### config.mk
export PLATFORM = sky130hd
export DESIGN_NAME = pdm_decimator
export DESIGN_NICKNAME = d
export VERILOG_FILES = /design/src/rtl/pdm_decimator_pkg.sv /design/src/rtl/pdm_decimator_comb.sv /design/src/rtl/pdm_decimator.sv
export SDC_FILE = /design/constraint.sdc
export NUM_CORES = 1
export LEC_CHECK = 0
export CELL_PAD_IN_SITES_DETAIL_PLACEMENT = 1
export CELL_PAD_IN_SITES_GLOBAL_PLACEMENT = 1
export CORE_ASPECT_RATIO = 0.75
export CORE_MARGIN = 4
export CORE_UTILIZATION = 55
export CTS_CLUSTER_SIZE = 24
export DETAILED_ROUTE_END_ITERATION = 8
export GPL_ROUTABILITY_DRIVEN = 1
export PLACE_DENSITY_LB_ADDON = 0.1
export SYNTH_ARGS = -nofsm -noshare
export SYNTH_HDL_FRONTEND = slang
export SYNTH_SLANG_ARGS = --single-unit
### constraint.sdc
create_clock -name clk -period 25.1 [get_ports clk]
set_input_delay 5.02 -clock clk [delete_from_list [all_inputs] [get_ports clk]]
set_output_delay 5.02 -clock clk [all_outputs]
set_load 0.05 [all_outputs]
### src/rtl/pdm_decimator_pkg.sv
// Shared definitions for the PDM-to-PCM CIC decimator.
// Holds parameter limits, internal width derivation and output scaling.
// Pure package: no logic, no latency, no flow control.
package pdm_decimator_pkg;

  localparam int STAGES_MIN = 1;
  localparam int STAGES_MAX = 6;
  localparam int WARM_BITS  = 3;
  localparam int SCALE_BITS = 128;

  // Internal register width: full CIC bit growth plus one bit so the
  // full-scale value 2^(STAGES*LOG2_DECIM) is representable.
  function automatic int cic_width(input int stages, input int log2_decim);
    return stages * log2_decim + 1;
  endfunction

  // Final comb value c lies in 0..2^(w-1). The top bit is set only at exact
  // full scale, which saturates to all ones; otherwise keep the ob bits
  // just below the top bit (plain truncation).
  function automatic logic [SCALE_BITS-1:0] sat_trunc(
    input logic [SCALE_BITS-1:0] c,
    input int                    w,
    input int                    ob
  );
    logic [SCALE_BITS-1:0] mask;
    mask = (SCALE_BITS'(1) << ob) - SCALE_BITS'(1);
    if (((c >> (w - 1)) & SCALE_BITS'(1)) != '0) begin
      return mask;
    end
    return (c >> (w - 1 - ob)) & mask;
  endfunction

endpackage

### src/rtl/pdm_decimator_comb.sv
// One CIC comb stage: out = in - previous in, delay updated on advance.
// Latency: one cycle from i_adv to o_vld.
// No backpressure: o_vld simply follows i_adv one cycle later.
module cic_comb_stage #(
  parameter int W = 25
) (
  input  logic         clk,
  input  logic         rst,
  input  logic         i_adv,
  input  logic [W-1:0] i_dat,
  output logic [W-1:0] o_dat,
  output logic         o_vld
);

  logic [W-1:0] r_dly;
  logic [W-1:0] r_out;
  logic         r_vld;

  // Subtract the delayed input and remember the new one, only when this stage advances.
  always_ff @(posedge clk or posedge rst) begin
    if (rst) begin
      r_dly <= '0;
      r_out <= '0;
      r_vld <= 1'b0;
    end else begin
      r_vld <= i_adv;
      if (i_adv) begin
        r_out <= i_dat - r_dly;
        r_dly <= i_dat;
      end
    end
  end

  assign o_dat = r_out;
  assign o_vld = r_vld;

endmodule

### src/rtl/pdm_decimator.sv
// PDM to unsigned PCM: STAGES-order CIC, integrators at bit rate, combs at bit rate / 2^LOG2_DECIM.
// Latency: dout/dout_valid registered STAGES+1 cycles after the decimation tick edge.
// No backpressure: din consumed on din_en; dout_valid is a one-cycle strobe. Option: PDM_DECIMATOR_WARMUP_EN.
module pdm_decimator
  import pdm_decimator_pkg::*;
#(
  parameter int OUT_BITS   = 16,
  parameter int STAGES     = 4,
  parameter int LOG2_DECIM = 6
) (
  input  logic                clk,
  input  logic                rst,
  input  logic                din,
  input  logic                din_en,
  output logic [OUT_BITS-1:0] dout,
  output logic                dout_valid
);

  localparam int W     = cic_width(STAGES, LOG2_DECIM);
  localparam int DECIM = 1 << LOG2_DECIM;

  if (STAGES < STAGES_MIN || STAGES > STAGES_MAX) begin : g_bad_stages
    $error("pdm_decimator: STAGES out of range");
  end
  if (DECIM < STAGES + 2) begin : g_bad_decim
    $error("pdm_decimator: decimation ratio too small for STAGES");
  end
  if (STAGES * LOG2_DECIM < OUT_BITS || W > SCALE_BITS) begin : g_bad_width
    $error("pdm_decimator: internal width incompatible with OUT_BITS");
  end

  logic [W-1:0]          r_integ [STAGES];
  logic [LOG2_DECIM-1:0] r_cnt;
  logic                  r_tick;
  logic                  w_tick;
  logic [STAGES:0][W-1:0] w_comb_dat;
  logic [STAGES:0]       w_comb_vld;
  logic                  w_warm_done;

  assign w_tick = din_en & (&r_cnt);

  // Integrator cascade; each stage adds the previous stage's registered value.
  always_ff @(posedge clk or posedge rst) begin
    if (rst) begin
      for (int i = 0; i < STAGES; i++) begin
        r_integ[i] <= '0;
      end
    end else if (din_en) begin
      r_integ[0] <= r_integ[0] + W'(din);
      for (int i = 1; i < STAGES; i++) begin
        r_integ[i] <= r_integ[i] + r_integ[i-1];
      end
    end
  end

  // Decimation counter and registered tick that launches the comb pipeline.
  always_ff @(posedge clk or posedge rst) begin
    if (rst) begin
      r_cnt  <= '0;
      r_tick <= 1'b0;
    end else begin
      r_tick <= w_tick;
      if (din_en) begin
        r_cnt <= r_cnt + LOG2_DECIM'(1);
      end
    end
  end

  assign w_comb_dat[0] = r_integ[STAGES-1];
  assign w_comb_vld[0] = r_tick;

  for (genvar k = 0; k < STAGES; k++) begin : g_comb
    cic_comb_stage #(.W(W)) u_comb (
      .clk   (clk),
      .rst   (rst),
      .i_adv (w_comb_vld[k]),
      .i_dat (w_comb_dat[k]),
      .o_dat (w_comb_dat[k+1]),
      .o_vld (w_comb_vld[k+1])
    );
  end

`ifdef PDM_DECIMATOR_WARMUP_EN
  logic [WARM_BITS-1:0] r_warm;

  assign w_warm_done = (r_warm == WARM_BITS'(STAGES + 1));

  // Count filter outputs after reset until the transient has flushed; saturates.
  always_ff @(posedge clk or posedge rst) begin
    if (rst) begin
      r_warm <= '0;
    end else if (w_comb_vld[STAGES] && !w_warm_done) begin
      r_warm <= r_warm + WARM_BITS'(1);
    end
  end
`else
  assign w_warm_done = 1'b1;
`endif

  // Scale the final comb value into the output register and strobe valid.
  always_ff @(posedge clk or posedge rst) begin
    if (rst) begin
      dout       <= '0;
      dout_valid <= 1'b0;
    end else begin
      dout_valid <= w_comb_vld[STAGES] & w_warm_done;
      if (w_comb_vld[STAGES]) begin
        dout <= OUT_BITS'(sat_trunc(SCALE_BITS'(w_comb_dat[STAGES]), W, OUT_BITS));
      end
    end
  end

endmodule

==> results.md <==
- Status: finished clean
- Total power: roughly 2.4 mW
- Fraction of registers with async set/reset: 100%
- Initial antenna violation count: 0
- H-tree depth: 2
- Placed cells: between 2000 and 2500
- Global route total overflow: 0
- Syn avg cell area: 9.78 um2
- Initial core utilization: between 50% and 60%
- First-pass DRT Iterations: 5
- First-pass GRT wire length: just over 80000 um
- ANT nets after route: 0
- Hold Vio Cnt, Final: 0
- Starting DRT DRC Count: 1022
- IO buf count: 20
- CTS sink count: 320
- Layout Cells excl Fill: around 2500
- P&R area growth vs syn: 8.63%
- Total Die Area: 0.0390 mm2
- CP max stage delay: 850 ps
- Pre-CTS setup slack: between 15000 and 20000 ps
- Fill count: slightly below 4000
- Avg WL per Cell: 19.2 um
- CTS buffer count: 35
- Syn_nets: approximately 2200
- DR vias/cell: approximately 6.1
- Post-cts sizing count: 0
- Cell Rows: just under 60
- Synthesis warning total: 0
- Die Ht: 172 um
- CP bufs+invs: 4
- Largest net degree at the start of global routing: ~170
- Max cap viols: 0
- Req. time, crit path: approximately 26000 ps
- Setup Buffers After CTS: 0
- Maximum fanout along the worst path: ~160
- DRC Markers: 0
- IO Pins: 21
- CP Cell Sequence: clkdlybuf4s50_1 -> inv_8 -> buf_4 -> buf_12
- #FFs+latches synth: 320
- Synth cell types: 82
- Layout cell share with drive strength beyond 1: ~11%
- Clock buffer depth: 3
- CTS tree: built
- Period minus WS final: approximately 7300 ps
- Worst hold path type: flip-flop to flip-flop
- Seq/Total Area, Yosys: between 40% and 50%
- Peak VDD IR: 0.0000759 V
- Final Cycle Share: about 29%
- Ant diodes: 0
- Worst skew pair latency: between 500 and 600 ps
- GPL Wtd Cong: approximately 0.85
- Worst slew margin: a little over a third
- Count of flip-flops with a built-in enable after synthesis: 0
- Post-layout nets: about 2200
- Clk pin slew, worst setup/hold paths: about 60 ps
- Commonest non-fill, non-tap cell in the layout: dfrtp_1
- Total number of vias: about 15000
- Nature of the critical path startpoint: input port
- Mapped Area: slightly below 0.02 mm2
- Worst-Margin Slew: 978 ps
- Max-slew violation count: 0
- Reg area: about 0.008 mm2
- Crit path kind: input port to async pin
- Multi-input logic area: 0.0110 mm2
- F_max: ~140 MHz
- Routed WL: 48000 um
- Die Width: ~230 um
- Setup TNS after final layout: 0 ps
- Root Driver: clkbuf_16
- Clk_skew: 9.87 ps
- Ys flop type: dfrtp_1
- Arrival time worst endpoint: between 7000 and 8000 ps
- GRT Overall Usage: between 20% and 30%
- Power per cell area: 111 mW/mm2
- Final setup vio count: 0
- Most frequent cells in the layout: dfrtp_1 (316), nand2_1 (193), ha_1 (170)
- Vias in the first global route: approximately 16000
- Final Worst Setup Slack: 17800 ps
- Kind of end point of the critical path: async pin
- CP max stage cell: buf_4
- Synth Instances: about 2000
- CTS Hold Bufs: 0
- Cell family with most CP delay: buffers and inverters
- Core Box Area: about 0.035 mm2
- DP Wirelength: ~34000 um
- RSZ-0062 raised after global routing: false
- Util after Layout: between 60% and 70%
- Leakage: between 10 and 15 nW
[kinds of logic after synthesis]
logic type | count (synthesis) | share of synthesized area (%)
xor gates and xnor gates | 160 | 7.10
and+or+nand+nor | 486 | 11.6
DFF | 320 | 40.6
muxes | 130 | 7.40
buffers and inverters | 204 | 3.93
AOI/OAI and AO/OA | 542 | 18.0
adders and majority gates | 176 | 11.4
[path summary, 6_finish.rpt]
path                                                  startpoint                                endpoint  slack, ps  depth (start not counted)
min                                         r_cnt[5]$_DFFE_PP0P_                    r_cnt[5]$_DFFE_PP0P_        480                          1
max in group clk                                             din                 r_integ[98]$_DFFE_PP0P_      18160                          8
min in group asynchronous                                    rst                 r_integ[50]$_DFFE_PP0P_       5000                          2
max                                                          rst  g_comb[1].u_comb.r_dly[17]$_DFFE_PP0P_      17800                          4
min reg2reg                                 r_cnt[5]$_DFFE_PP0P_                    r_cnt[5]$_DFFE_PP0P_        480                          1
max reg2reg                g_comb[1].u_comb.o_dat[3]$_DFFE_PP0P_  g_comb[2].u_comb.o_dat[23]$_DFFE_PP0P_      21490                          9
[layer usage]
metal / vias up / GRT usage [%] / wire length (um)
li1: 7199 / - / -
met1: 7677 / 36.7 / 23900
met2: 207 / 40.1 / 21800
met3: 53 / 3.28 / 1660
met4: 0 / 4.39 / 627
met5: - / 0 / 0
[flip-flops by register name, indices dropped and copies added, names as in the netlist]
signal,flops
dout,16
g_comb.u_comb.o_vld,4
g_comb.u_comb.o_dat,92
r_tick,1
r_integ,100
g_comb.u_comb.r_dly,100
r_cnt,6
dout_valid,1
[cells in the mapped netlist (4+ instances only)]
| master | count | area share (%) |
|---|---|---|
| nor3b_1 | 7 | 0.27 |
| inv_1 | 144 | 2.7 |
| dfrtp_1 | 320 | 41 |
| nand2b_1 | 19 | 0.60 |
| mux2_2 | 127 | 7.2 |
| nor2b_1 | 25 | 0.79 |
| nor2_1 | 96 | 1.8 |
| a31o_2 | 4 | 0.18 |
| nor4_1 | 6 | 0.19 |
| a41oi_1 | 8 | 0.35 |
| nand3_1 | 46 | 1.2 |
| clkbuf_1 | 48 | 0.91 |
| and2_1 | 4 | 0.13 |
| a211o_1 | 7 | 0.31 |
| ha_1 | 170 | 11 |
| o21a_1 | 19 | 0.72 |
| fa_1 | 6 | 0.61 |
| a31oi_1 | 15 | 0.48 |
| a21oi_1 | 132 | 3.3 |
| nor3_1 | 20 | 0.51 |
| o21ai_0 | 152 | 3.9 |
| o211ai_1 | 11 | 0.42 |
| buf_1 | 9 | 0.17 |
| a211oi_1 | 16 | 0.61 |
| or2_2 | 7 | 0.22 |
| nand2_1 | 193 | 3.7 |
| xnor2_1 | 112 | 5.0 |
| o22a_1 | 18 | 0.80 |
| o31ai_1 | 11 | 0.42 |
| or3_1 | 6 | 0.19 |
| o2111ai_1 | 5 | 0.22 |
| o22ai_1 | 6 | 0.19 |
| xor2_1 | 48 | 2.1 |
| o21bai_1 | 20 | 0.76 |
| a21o_1 | 56 | 2.1 |
| nor4b_1 | 7 | 0.31 |
| nand4_1 | 24 | 0.76 |
| and3_1 | 13 | 0.41 |
| o21ai_1 | 7 | 0.18 |
[area by class of cell]
class                   instances  area share [%]
clock buffers                  53            5.02
inverters                     144            2.56
repair buffers                 27            1.23
flip-flops and latches        320            37.4
clock inverters                 3          0.0700
well taps                     457            2.67
multi-input cells            1494            51.1
[per-stage QoR]
| stage | hold WS (ps) | instance area (um2) |
|---|---|---|
| detailed placement | 480 | 20400 |
| finish | 484 | 21400 |
| global route | 500 | 21400 |
| floorplan | 352 | 19700 |
| global placement | 458 | 20400 |
| CTS | 492 | 21400 |
[where the power goes]
part	internal, mW	switching (mW)	leakage [nW]
Clock	0.293	0.210	0.541
Sequential	0.599	0.0838	4.31
Combinational	0.523	0.672	5.16
Note: power is estimated with default switching activity, not from simulation.
